===== src/rtl/bram_bridge_pkg.sv =====
// bram_bridge_pkg: shared FSM state type, default memory timing and beat-mask helper
package bram_bridge_pkg;
  typedef enum logic [1:0] {IDLE, ACCESS, GAP, DONE} bridge_state_t;
  localparam int MEM_TIME_DEFAULT = 2;
  // Bit k set when beat k is accessed: every beat on a read, only beats with a non-empty
  // byte-enable slice on a write. bw is the number of bytes per memory beat.
  function automatic logic [3:0] beat_mask(input logic wr, input logic [3:0] we, input int bw);
    logic [3:0] m;
    m = '0;
    for (int k = 0; k < 4; k++)
      m[k] = (k * bw < 4) && (!wr || ((we >> (k * bw)) & 4'((1 << bw) - 1)) != 4'd0);
    return m;
  endfunction
endpackage


===== src/rtl/bram_bridge_if.sv =====
// bram_bridge_if: 32-bit MCU request/response bus plus the narrow memory port of the bridge
interface bram_bridge_if #(
  parameter int MEM_DW = 16,
  parameter int ADDR_W = 24
) ();
  logic                mcu_sel;
  logic                mcu_oe;
  logic [3:0]          mcu_we;
  logic [ADDR_W-1:0]   mcu_addr;
  logic [31:0]         mcu_dato;
  logic [31:0]         mcu_dati;
  logic                mcu_ack;
  logic [ADDR_W-1:0]   mem_addr;
  logic [MEM_DW-1:0]   mem_dati;
  logic [MEM_DW-1:0]   mem_dato;
  logic                mem_oe;
  logic [MEM_DW/8-1:0] mem_we;
  modport master (
    output mcu_sel, mcu_oe, mcu_we, mcu_addr, mcu_dato, mem_dato,
    input  mcu_dati, mcu_ack, mem_addr, mem_dati, mem_oe, mem_we
  );
  modport slave (
    input  mcu_sel, mcu_oe, mcu_we, mcu_addr, mcu_dato, mem_dato,
    output mcu_dati, mcu_ack, mem_addr, mem_dati, mem_oe, mem_we
  );
endinterface


===== src/rtl/bram_beat_mux.sv =====
// bram_beat_mux: selects address offset, write data and byte enables for one memory beat
module bram_beat_mux #(
  parameter int MEM_DW = 16,
  parameter int ADDR_W = 24
) (
  input  logic [ADDR_W-1:0]   addr,
  input  logic [31:0]         dato,
  input  logic [3:0]          we,
  input  logic [1:0]          beat,
  output logic [ADDR_W-1:0]   mem_addr,
  output logic [MEM_DW-1:0]   mem_dati,
  output logic [MEM_DW/8-1:0] mem_we
);
  localparam int BW = MEM_DW / 8;
  always_comb begin
    mem_addr = addr | ADDR_W'(int'(beat) * BW);
    mem_dati = dato[int'(beat) * MEM_DW +: MEM_DW];
    mem_we   = we[int'(beat) * BW +: BW];
  end
endmodule


===== src/rtl/bram_bridge.sv =====
// bram_bridge: splits 32-bit MCU transactions into timed beats on a narrower block-RAM port
module bram_bridge
  import bram_bridge_pkg::*;
#(
  parameter int MEM_DW   = 16,
  parameter int MEM_TIME = MEM_TIME_DEFAULT,
  parameter int ADDR_W   = 24
) (
  input logic          clk,
  input logic          rst_n,
  bram_bridge_if.slave bus
);
  localparam int BW = MEM_DW / 8;
  if (MEM_DW != 8 && MEM_DW != 16 && MEM_DW != 32) begin : g_bad_dw
    $error("bram_bridge: MEM_DW must be 8, 16 or 32");
  end
  if (MEM_TIME < 1 || MEM_TIME > 15) begin : g_bad_time
    $error("bram_bridge: MEM_TIME must be in 1..15");
  end
  bridge_state_t     state_q, state_d;
  logic [1:0]        beat_q, beat_d;
  logic [3:0]        cnt_q, cnt_d;
  logic              ack_q, ack_d;
  logic              wr_q, wr_d;
  logic [31:0]       dati_q, dati_d;
  logic [31:0]       dato_q, dato_d;
  logic [3:0]        we_q, we_d;
  logic [ADDR_W-1:0] addr_q, addr_d;
  logic [3:0]        req_mask, run_mask;
  logic [1:0]        first_beat, next_beat;
  logic              next_any, req_wr, strobe_en;
  logic [BW-1:0]     slice_we;
  assign req_wr = |bus.mcu_we;
  // Lowest enabled beat of the incoming request and the next enabled beat after the current one
  always_comb begin
    req_mask   = beat_mask(req_wr, bus.mcu_we, BW);
    run_mask   = beat_mask(wr_q, we_q, BW);
    first_beat = '0;
    next_beat  = '0;
    next_any   = 1'b0;
    for (int k = 3; k >= 0; k--) begin
      if (req_mask[k]) first_beat = 2'(k);
      if (run_mask[k] && k > int'(beat_q)) begin
        next_any  = 1'b1;
        next_beat = 2'(k);
      end
    end
  end
  always_comb begin
    state_d = state_q;
    beat_d  = beat_q;
    cnt_d   = cnt_q;
    ack_d   = ack_q;
    wr_d    = wr_q;
    dati_d  = dati_q;
    dato_d  = dato_q;
    we_d    = we_q;
    addr_d  = addr_q;
    if (!bus.mcu_sel) begin
      state_d = IDLE;
      ack_d   = 1'b0;
      beat_d  = '0;
      cnt_d   = '0;
    end else begin
      case (state_q)
        IDLE: begin
          addr_d  = bus.mcu_addr;
          dato_d  = bus.mcu_dato;
          we_d    = bus.mcu_we;
          wr_d    = req_wr;
          cnt_d   = '0;
          beat_d  = first_beat;
          state_d = (req_wr || bus.mcu_oe) ? ACCESS : DONE;
          ack_d   = !(req_wr || bus.mcu_oe);
        end
        ACCESS: begin
          if (cnt_q == 4'(MEM_TIME - 1)) begin
            cnt_d = '0;
            if (!wr_q) dati_d[int'(beat_q) * MEM_DW +: MEM_DW] = bus.mem_dato;
            state_d = next_any ? GAP : DONE;
            beat_d  = next_any ? next_beat : beat_q;
            ack_d   = !next_any;
          end else begin
            cnt_d = cnt_q + 4'd1;
          end
        end
        GAP:     state_d = ACCESS;
        DONE:    ack_d = 1'b1;
        default: state_d = IDLE;
      endcase
    end
  end
  always_ff @(posedge clk or negedge rst_n) begin
    if (!rst_n) begin
      state_q <= IDLE;
      beat_q  <= '0;
      cnt_q   <= '0;
      ack_q   <= 1'b0;
      wr_q    <= 1'b0;
      dati_q  <= '0;
      dato_q  <= '0;
      we_q    <= '0;
      addr_q  <= '0;
    end else begin
      state_q <= state_d;
      beat_q  <= beat_d;
      cnt_q   <= cnt_d;
      ack_q   <= ack_d;
      wr_q    <= wr_d;
      dati_q  <= dati_d;
      dato_q  <= dato_d;
      we_q    <= we_d;
      addr_q  <= addr_d;
    end
  end
  bram_beat_mux #(.MEM_DW(MEM_DW), .ADDR_W(ADDR_W)) u_mux (
    .addr     (addr_q),
    .dato     (dato_q),
    .we       (we_q),
    .beat     (beat_q),
    .mem_addr (bus.mem_addr),
    .mem_dati (bus.mem_dati),
    .mem_we   (slice_we)
  );
  // Strobes are gated by sel directly so an abort removes them in the same cycle
  assign strobe_en    = state_q == ACCESS && bus.mcu_sel;
  assign bus.mem_oe   = strobe_en && !wr_q;
  assign bus.mem_we   = (strobe_en && wr_q) ? slice_we : '0;
  assign bus.mcu_ack  = ack_q;
  assign bus.mcu_dati = dati_q;
endmodule


===== src/flat_wrapper.sv =====
// flat-port wrapper written by rule: the top's interface ports become plain ports
module bram_bridge_flat import bram_bridge_pkg::*;
#(
  parameter int MEM_DW   = 16,
  parameter int MEM_TIME = MEM_TIME_DEFAULT,
  parameter int ADDR_W   = 24
)
  (clk, rst_n, bus_mcu_sel, bus_mcu_oe, bus_mcu_we, bus_mcu_addr, bus_mcu_dato, bus_mem_dato, bus_mcu_dati, bus_mcu_ack, bus_mem_addr, bus_mem_dati, bus_mem_oe, bus_mem_we);
  bram_bridge_if #(.MEM_DW(MEM_DW), .ADDR_W(ADDR_W)) bus_i ();
  input logic clk;
  input logic rst_n;
  input wire logic [$bits(bus_i.mcu_sel)-1:0] bus_mcu_sel;
  input wire logic [$bits(bus_i.mcu_oe)-1:0] bus_mcu_oe;
  input wire logic [$bits(bus_i.mcu_we)-1:0] bus_mcu_we;
  input wire logic [$bits(bus_i.mcu_addr)-1:0] bus_mcu_addr;
  input wire logic [$bits(bus_i.mcu_dato)-1:0] bus_mcu_dato;
  input wire logic [$bits(bus_i.mem_dato)-1:0] bus_mem_dato;
  output wire logic [$bits(bus_i.mcu_dati)-1:0] bus_mcu_dati;
  output wire logic [$bits(bus_i.mcu_ack)-1:0] bus_mcu_ack;
  output wire logic [$bits(bus_i.mem_addr)-1:0] bus_mem_addr;
  output wire logic [$bits(bus_i.mem_dati)-1:0] bus_mem_dati;
  output wire logic [$bits(bus_i.mem_oe)-1:0] bus_mem_oe;
  output wire logic [$bits(bus_i.mem_we)-1:0] bus_mem_we;
  assign bus_i.mcu_sel = bus_mcu_sel;
  assign bus_i.mcu_oe = bus_mcu_oe;
  assign bus_i.mcu_we = bus_mcu_we;
  assign bus_i.mcu_addr = bus_mcu_addr;
  assign bus_i.mcu_dato = bus_mcu_dato;
  assign bus_i.mem_dato = bus_mem_dato;
  assign bus_mcu_dati = bus_i.mcu_dati;
  assign bus_mcu_ack = bus_i.mcu_ack;
  assign bus_mem_addr = bus_i.mem_addr;
  assign bus_mem_dati = bus_i.mem_dati;
  assign bus_mem_oe = bus_i.mem_oe;
  assign bus_mem_we = bus_i.mem_we;
  bram_bridge #(.MEM_DW(MEM_DW), .MEM_TIME(MEM_TIME), .ADDR_W(ADDR_W)) u_core (.clk(clk), .rst_n(rst_n), .bus(bus_i));
endmodule

===== config.mk =====
export PLATFORM = sky130hd
export DESIGN_NAME = bram_bridge_flat
export DESIGN_NICKNAME = d
export VERILOG_FILES = /design/src/rtl/bram_bridge_pkg.sv /design/src/rtl/bram_bridge_if.sv /design/src/rtl/bram_beat_mux.sv /design/src/rtl/bram_bridge.sv /design/src/flat_wrapper.sv
export SDC_FILE = /design/constraint.sdc
export NUM_CORES = 1
export LEC_CHECK = 0
export CORE_MARGIN = 1.5
export CORE_UTILIZATION = 55
export CTS_BUF_LIST = sky130_fd_sc_hd__clkbuf_4 sky130_fd_sc_hd__clkbuf_8
export DETAILED_ROUTE_END_ITERATION = 7
export DONT_BUFFER_PORTS = 1
export HOLD_SLACK_MARGIN = 0.1
export PLACE_DENSITY_LB_ADDON = 0.3
export SLEW_MARGIN = 15
export SYNTH_ARGS = -nofsm -noshare
export SYNTH_HDL_FRONTEND = slang
export SYNTH_SLANG_ARGS = --single-unit

===== constraint.sdc =====
create_clock -name clk -period 2.1 [get_ports clk]
set_input_delay 0.315 -clock clk [delete_from_list [all_inputs] [get_ports clk]]
set_output_delay 0.315 -clock clk [all_outputs]
set_load 0.02 [all_outputs]

==> metrics, run 1 <==
final wirelength=8.42 mm; largest net degree at the start of global routing=102; Pre-antenna DRT Iters=4; Min Hold Slack=-0.357 ns; Setup TNS Final=0 ns; IO Count=156; Skew-Pair Late Insertion Delay=0.35 ns; GRT met3 Usage=0.0747; P_sw=2.86 mW; distinct cell type count after synthesis=33; Pint=4.52 mW; Crit path max-delay family=flip-flops; H-tree levels=3; vias per inst=5.34; commonest non-fill, non-tap cell in the layout=mux2_2; run status=finished, violations left; initial antenna violation count=0; crit path max fanout=8; Finished Layout Cells=474; via count=2,531; Clock power frac=0.160; Worst R2R Start=u_core.cnt_q[1]$_DFFE_PN0P_; Worst IR Drop VDD=812 uV; final slew viol count=0; worst-path cell chain=inv_1 > ha_2 > nand2_2 > nor2_1 > buf_4; Port Buffers=0; Critical Path RT=1.78 ns; post-route clock period utilization=0.909; relative slew slack=0.687; Initial Util=0.569; CTS Buffer Depth=2; CTS Buf Count=9; Finished Cell Area=5360 sq um; global routing usage on met1=0.256; synthesized instance count=307; crit path DAT=1.59 ns; CP bufs+invs=2; First DRT Iteration DRCs=72; diode count=0; RePlAce Congestion=0.818; worst setup path start=u_core.state_q[1]$_DFFE_PN0P_; Reg power frac=0.524; global-route wire length before repair=13.6 mm; Cells after DPL=382; sequential element share of the synthesized area=0.572; WS Path Type=reg2out; worst min path class=in2async; max-cap violation count=0; dominant cell type by area after synthesis=dfrtp_1; root buf cell=clkbuf_8; die height=92.6 microns; RSZ-0062 raised after global routing=false; TritonCTS clock tree=built; failing checks=hold timing; Largest stage delay, worst path=0.42 ns; Critical-path top delay cell=dfrtp_1; Post-DRT Antenna Nets=0; Syn Area/Cell=14.4 sq um; post-CTS setup buffers=0; register bit count reported by yosys=101; clock slew at reported path FFs=0.10 ns; Fin Clk Skew=0.0145 ns; Ys Warns=0; Net Sw Frac=0.387; Layout area overhead=21.2%; Layout Nets=453; Chip Width=92.6 microns; setup violators final=0; GR Layer Usage met2=0.323; final core occ=0.689; main area contributors after synthesis=dfrtp_1 57%, mux2_2 28%, buf_4 4.1%; site row count=32; Pwr Density=1380 nW/um^2; total gr overflow=0; Leakage=2.39 nW; post-synthesis cell area=4420 sq um; Period minus WS final=1.91 ns; Combinational Power Share=0.316; CP startpoint kind=register; Num Clock Sinks=101; dpl cell area=4400 sq um; core area=7770 sq um; DR DRC count=0; vias in the first global route=2,731; top-area cell type share of the netlist area=0.572; final-report hold violation count=101; layout cells sized above 1=0.382; fmax=524 MHz; critical path capture point type=primary output; global routing's busiest layer=met2; Total GRT Usage=0.203; Least-Margin Pin Slew=0.465 ns; syn nets=393; die area=8580 sq um; post-DP HPWL=5.24 mm; wire per inst=17.8 microns; most frequent cells in the layout=108 x mux2_2, 101 x dfrtp_1, 76 x dlygate4sd3_1
repair_timing:
item | 4_1_cts | 5_1_grt
hold buffers | 75 | 1
setup endpoints to repair | 0 | 2
hold endpoints to repair | 191 | 102
resized for setup | 0 | 1
sequential cells by signal (all words and copies together), names as in the netlist, 2 cells and up:
signal / cells
u_core.bus.mcu_dati: 32
u_core.dato_q: 32
u_core.we_q: 4
u_core.cnt_q: 4
u_core.addr_q: 24
u_core.state_q: 2
through the flow:
stage / worst slack, ns / power, mW / hold slack, ns
after floorplan: 0.0730 / 5.97 / 0.0194
after global placement: 0.219 / 6.01 / 0.0212
after detailed placement: 0.214 / 6.11 / 0.0213
after CTS: 0.102 / 7.41 / -0.382
after global routing: 0.0620 / 7.80 / -0.391
final: 0.192 / 7.38 / -0.357
cell usage after synthesis (all sizes together):
master and number:
a21o 3, a21oi 1, a31oi 1, a32o 1, and3 1, buf 31, clkbuf 5, dfrtp 101
ha 6, inv 5, mux2 108, mux2i 4, nand2 7, nand2b 1, nand3 4, nor2 5
nor3 1, nor3b 4, nor4 2, o21ai 8, o21bai 1, o22ai 2, o31ai 1, or2 1
or3b 2, or4 1
power groups by stage:
stage	clock network, mW	logic (mW)	registers, mW
floorplan	0	2.56	3.41
global placement	0	2.15	3.86
detailed placement	0	2.21	3.90
CTS	1.22	2.33	3.86
global route	1.30	2.52	3.98
finish	1.18	2.33	3.87
area by class of cell:
cell class              count  area, sq um
flip-flops and latches    101         2530
fillers                   558         2410
multi-input cells         165         1640
repair buffers             85          853
clock buffers              10          138
well taps                 102          128
clock inverters             6         55.1
inverters                   5         18.8
cells by family after synthesis:
| kind of cell | Yosys count | share of synthesized area |
|---|---|---|
| adder cells (fa/ha/maj) | 6 | 0.0170 |
| AO/OA/AOI/OAI | 18 | 0.0266 |
| AND/OR/NAND/NOR | 29 | 0.0411 |
| buffers and inverters | 41 | 0.0586 |
| multiplexers | 112 | 0.284 |
| flip-flops | 101 | 0.572 |
per-layer routing:
metal  up-vias  wire length, microns  share of wire
li1       1176                     -              -
met1      1239                  3560           0.42
met2       108                  4010           0.48
met3         8                   754          0.090
met4         0                    87          0.010
met5         -                     0              0
final timing paths:
kind,to,slack (ns),depth (start not counted)
min reg2reg,u_core.dato_q[8]$_DFFE_PN0P_,0.51,1
min,u_core.bus.mcu_ack$_DFFE_PN0P_,-0.36,0
max in group asynchronous,u_core.dato_q[10]$_DFFE_PN0P_,2.30,0
max,bus_mem_oe,0.19,5
min in group clk,u_core.dato_q[28]$_DFFE_PN0P_,0.11,1
max reg2reg,u_core.bus.mcu_dati[3]$_DFFE_PN0P_,0.22,6
Note: power is estimated with default switching activity, not from simulation.
==> inputs of run 2 (changes only) <==
Settings changed: SKIP_CTS_REPAIR_TIMING from default to 1.
==> run 2 against run 1 <==
Against the previous run: the flow still finishes with violations (hold timing); sequential cell count stayed put; largest power group unchanged; sequential power is essentially flat; clock-buffer cell count unchanged; cell area shrank 0.56%; utilization decreased by 0.39 points; critical path depth unchanged; first-iteration DRC count grew 4.2%; via count is 0.87% lower; sequential share of layout area rose by 0.27 points.
==> metrics, run 2 (synthesis results as in run 1) <==
run status=finished, violations left; failing checks=hold timing; commonest non-fill, non-tap cell in the layout=mux2_2; vias per inst=5.33 (-0.24%); clock slew at reported path FFs=0.10 ns (about the same); die height=92.6 microns (unchanged); Total GRT Usage=0.176 (-0.0272); initial antenna violation count=0 (unchanged); Period minus WS final=1.90 ns (-0.00785 ns); Multi-input gate area=1640 sq um (unchanged); Critical Path RT=1.78 ns (about the same); fill count=560 (+0.36%); Fin Clk Skew=0.0159 ns (+0.00141 ns); Tot Pwr=7.37 mW (-0.15%); WS Path Type=reg2out; Skew-Pair Late Insertion Delay=0.36 ns (about the same); RePlAce Congestion=0.818 (unchanged); core area=7770 sq um (unchanged); total gr overflow=0 (unchanged); layout cells sized above 1=0.385 (+0.00310); H-tree levels=3 (unchanged); final-report hold violation count=101 (unchanged); IO Count=156 (unchanged); site row count=32 (unchanged); final wirelength=8.46 mm (+0.50%); Pre-antenna DRT Iters=4 (unchanged); Worst IR Drop VDD=821 uV (+1.1%); worst-path cell chain=inv_1 > ha_2 > nand2_2 > nor2_1 > buf_4; diode count=0 (unchanged); most frequent cells in the layout=108 x mux2_2, 101 x dfrtp_1, 73 x dlygate4sd3_1; Port Buffers=0 (unchanged); via count=2,509 (-0.87%); relative slew slack=0.690 (+0.00270); First DRT Iteration DRCs=75 (+4.2%); die area=8580 sq um (unchanged); CTS Buffer Depth=2 (unchanged); global-route wire length before repair=11.7 mm (-14%); TritonCTS clock tree=built; crit path DAT=1.59 ns (about the same); DR DRC count=0 (unchanged); R2R cell count=6 (unchanged); post-DP HPWL=5.24 mm (unchanged); Post-DRT Antenna Nets=0 (unchanged); Critical-path top delay cell=dfrtp_1; Leakage=2.38 nW (-0.52%); Num Clock Sinks=101 (unchanged); largest net degree at the start of global routing=102 (unchanged); setup violators final=0 (unchanged); final slew viol count=0 (unchanged); Least-Margin Pin Slew=0.461 ns (-0.00402 ns); Largest stage delay, worst path=0.42 ns (about the same); FF+latch area=2530 sq um (unchanged); Min Hold Slack=-0.356 ns (+0.00133 ns); Layout Nets=450 (-0.66%); fmax=526 MHz (+0.41%); Layout area overhead=20.6%; critical path capture point type=primary output; max-cap violation count=0 (unchanged); post-route clock period utilization=0.905 (-0.00374); crit path max fanout=8 (unchanged); Initial Util=0.569 (unchanged); wire per inst=18.0 microns (+1.1%); Setup TNS Final=0 ns (unchanged); worst min path class=in2async; RSZ-0062 raised after global routing=false; Chip Width=92.6 microns (unchanged); Pwr Density=1380 nW/um^2 (+0.42%); CTS Buf Count=9 (unchanged); CP startpoint kind=register; vias in the first global route=2,313 (-15%); root buf cell=clkbuf_8
## run 2: cell count changes in the layout (fill, tap and decap cells not counted), sizes merged
cell         delta
dlygate4sd3     -3
## run 2: final cells by class
type                       count  share of cell area
sequential                   101               0.475
multi-input combinational    165               0.307
timing repair buffer          82               0.155
clock buffer                  10              0.0258
tap                          102              0.0240
clock inverter                 6              0.0103
inverter                       5             0.00352
## run 2: worst max-delay path: cells and delay by family (launching register included)
family | cells | cell delay [ns]
flops | 1 | 0.42
simple gates | 2 | 0.28
fa+ha+maj | 1 | 0.25
buf+inv | 2 | 0.27
## run 2: worst paths after layout
| check | endpoint | from | slack (ns) |
|---|---|---|---|
| hold / removal | u_core.bus.mcu_ack$_DFFE_PN0P_ | rst_n | -0.36 |
| hold reg to reg | u_core.dato_q[29]$_DFFE_PN0P_ | u_core.dato_q[29]$_DFFE_PN0P_ | 0.51 |
| setup reg to reg | u_core.bus.mcu_dati[4]$_DFFE_PN0P_ | u_core.cnt_q[1]$_DFFE_PN0P_ | 0.22 |
| min in group clk | u_core.state_q[1]$_DFFE_PN0P_ | bus_mcu_sel | 0.10 |
| max in group asynchronous | u_core.beat_q[0]$_DFFE_PN0P_ | rst_n | 2.30 |
| setup / recovery | bus_mem_oe | u_core.state_q[1]$_DFFE_PN0P_ | 0.20 |
## run 2: metal layers
layer  part of all wire  track usage
met5                  0            0
met4             0.0090       0.0694
met3              0.089       0.0846
met2               0.49        0.258
met1               0.41        0.224
## run 2: through the flow
step	util	cells	cell area, sq um	setup WS [ns]
6_report	0.686	471	5330	0.200
2_1_floorplan	-	307	4420	0.0730
4_1_cts	0.591	398	4590	0.102
3_3_place_gp	0.566	382	4400	0.219
3_5_place_dp	0.566	382	4400	0.214
5_1_grt	0.686	471	5330	0.0620
## run 2: power breakdown
part / switching, mW / internal [mW] / leakage, nW / total (mW)
Sequential: 1.09 / 2.78 / 1.26 / 3.87
Clock: 0.691 / 0.487 / 0.0929 / 1.18
Combinational: 1.07 / 1.25 / 1.03 / 2.32
==> patch, RTL diff (flow settings as in run 1) <==
Re-encode `bridge_state_t` (4 states) as one-hot, 4 bits wide.
--- a/src/rtl/bram_bridge_pkg.sv
+++ b/src/rtl/bram_bridge_pkg.sv
@@ -2,3 +2,3 @@
 package bram_bridge_pkg;
-  typedef enum logic [1:0] {IDLE, ACCESS, GAP, DONE} bridge_state_t;
+  typedef enum logic [3:0] {IDLE = 4'b0001, ACCESS = 4'b0010, GAP = 4'b0100, DONE = 4'b1000} bridge_state_t;
   localparam int MEM_TIME_DEFAULT = 2;
Behaviour: same outputs for any inputs over 4 cycles, from zero or initial values and one cycle with rst_n low; so few cycles prove little.
==> patch against run 1 <==
  * First-iteration DRC count is 68% higher
  * Sequential cell count up 2
  * Utilization is 1.9 points higher
  * Largest power group unchanged
  * Die area is 2.7% higher
  * Total power decreased by 23%
  * Critical path type unchanged
  * Area after synthesis is 2.7% higher
  * Worst setup slack got worse by 71 ps
  * Count of clock-buffer cells in the layout decreased by 1
  * Maximum frequency down 3.6%
  * Via count rose by 7.2%
  * Final area grew 3.8%
  * Combinational power fell by 40%
  * Critical path depth fell by 3
  * Wire length increased by 6.9%
  * The run still ends with negative hold slack left
==> patch: results (changes against run 1) <==
status finished, violations left; failing checks negative hold slack; top post-synthesis cells by area dfrtp_1, mux2_2, buf_4; top cells by count, synth mux2_2, dfrtp_1, buf_4; maximum vdd drop 688 µV (-15%); drt pass-1 iters 4 (unchanged); H-tree depth 3 (unchanged); largest net degree at the start of global routing 104 (+2.0%); setup violators final 0 (unchanged); routed wl met2 4880 µm (+22%); gr usage total 0.210 (+0.00695); Hold WS -364 ps (-6.59 ps); worst r2r dst u_core.bus.mcu_dati[22]; Starting DRT DRC Count 121 (+68%); worst-margin pin slew 434 ps (-30.9 ps); clk buf depth 2 (unchanged); Port Buf Inserts 0 (unchanged); Top Metal Used met4; Worst EP arrival 1660 ps (+70 ps); Clock Tree Root clkbuf_8; Worst Reg-to-Reg Cells 7 (+1); Post-synth ARST share 1.00 (unchanged); synthesis warning total 0 (unchanged); post-detail-place hpwl 5500 µm (+4.9%); Reg2Reg Setup Slack 170 ps (-50 ps); RR Startpoint u_core.cnt_q[1]; Clock transition at path regs 100 ps (about the same); hold crit path type input pin to async pin; Clock Skews 9.53 ps (-4.95 ps); vias in the first global route 2940 (+7.7%); final wirelength 9000 µm (+6.9%); Via density 5.46 (+2.2%); Num CTS Buffers 9 (unchanged); first-pass GRT wire length 14200 µm (+4.4%); leakage power 0.00247 µW (+3.1%); initial antenna violation count 0 (unchanged); Mapped Nets 404 (+2.8%); routability cong. 0.840 (+2.7%); met1 WL 3430 µm (-3.8%); total congestion overflow 0 (unchanged); Netlist cell types 36 (+9.1%); # fillers 522 (-6.5%); fraction of layout cells with a size suffix above 1 0.381 (-0.00101); WL met3 574 µm (-24%); sequential element share of the synthesized area 0.568 (-0.00400); clk_lat worst skew 360 ps; CP Max Fanout 17 (+9); Final nets 471 (+4.0%); Fin. Hold Viols 103 (+2.0%); Main synth FF type dfrtp_1
==> patch: layer usage <==
metal,track usage,vias to the layer above
li1,-,1244
met1,0.242,1354
met2,0.373,101
met3,0.0550,14
met4,0.0784,0
met5,0,-
==> patch: how the worst max path moves through the flow <==
stage | start | endpoint | slack (ps) | cells past startpoint
final | u_core.beat_q[0] | bus_mem_dati[10] | 120 | 2
after global routing | u_core.state_q[0] | bus_mem_we[0] | 30 | 5
after CTS | u_core.state_q[0] | bus_mem_we[0] | 80 | 5
after detailed placement | u_core.state_q[0] | u_core.addr_q[19] | 120 | 4
after global placement | u_core.state_q[0] | u_core.addr_q[11] | 110 | 4
after floorplan | u_core.state_q[2] | u_core.bus.mcu_dati[10] | 50 | 6
==> patch: cell type report <==
class                   instances  area [µm²]  share of cell area
diodes                          1        2.50            0.000450
clock inverters                 7        81.3              0.0146
repair buffers                 95         933               0.168
clock buffers                   9         124              0.0223
well taps                     102         128              0.0230
inverters                       4        15.0             0.00270
multi-input cells             176        1690               0.305
flip-flops and latches        103        2580               0.464
==> patch: worst max-delay path, stage by stage, from the launching register on <==
cell and delay (ps):
dfrtp_1 530, buf_4 330, mux2_2 440
==> patch: power breakdown <==
group          internal [µW]  leakage (µW)  total, µW  switching [µW]
Clock                    568     0.0000993       1270             701
Sequential              2470       0.00129       3030             561
Combinational            765       0.00108       1400             639
Total                   3810       0.00247       5710            1900
==> patch: repair_timing <==
action / in CTS / in global routing
gates resized for setup: 0 / 1
endpoints found under the hold margin: 187 / 109
endpoints found under the setup margin: 0 / 62
hold buffers: 72 / 6
buffers inserted: 0 / 4
==> patch: logic make-up after synthesis <==
logic type / Yosys count / synth area share
xor+xnor: 3 / 0.00579
mux: 111 / 0.275
simple gates: 39 / 0.0518
buf+inv: 43 / 0.0615
fa+ha+maj: 2 / 0.00551
compound gates: 21 / 0.0325
flops: 103 / 0.568
==> patch: per-stage QoR <==
step | setup WS [ps] | utilization | hold WS, ps | area (µm²) | instances
after detailed placement | 120 | 0.577 | 21.6 | 4530 | 398
after CTS | 81.2 | 0.695 | -378 | 5460 | 486
after floorplan | 53.5 | - | 19.4 | 4540 | 322
after global placement | 110 | 0.577 | 21.4 | 4530 | 398
final | 121 | 0.708 | -364 | 5560 | 497
after global routing | 34.9 | 0.708 | -388 | 5550 | 496
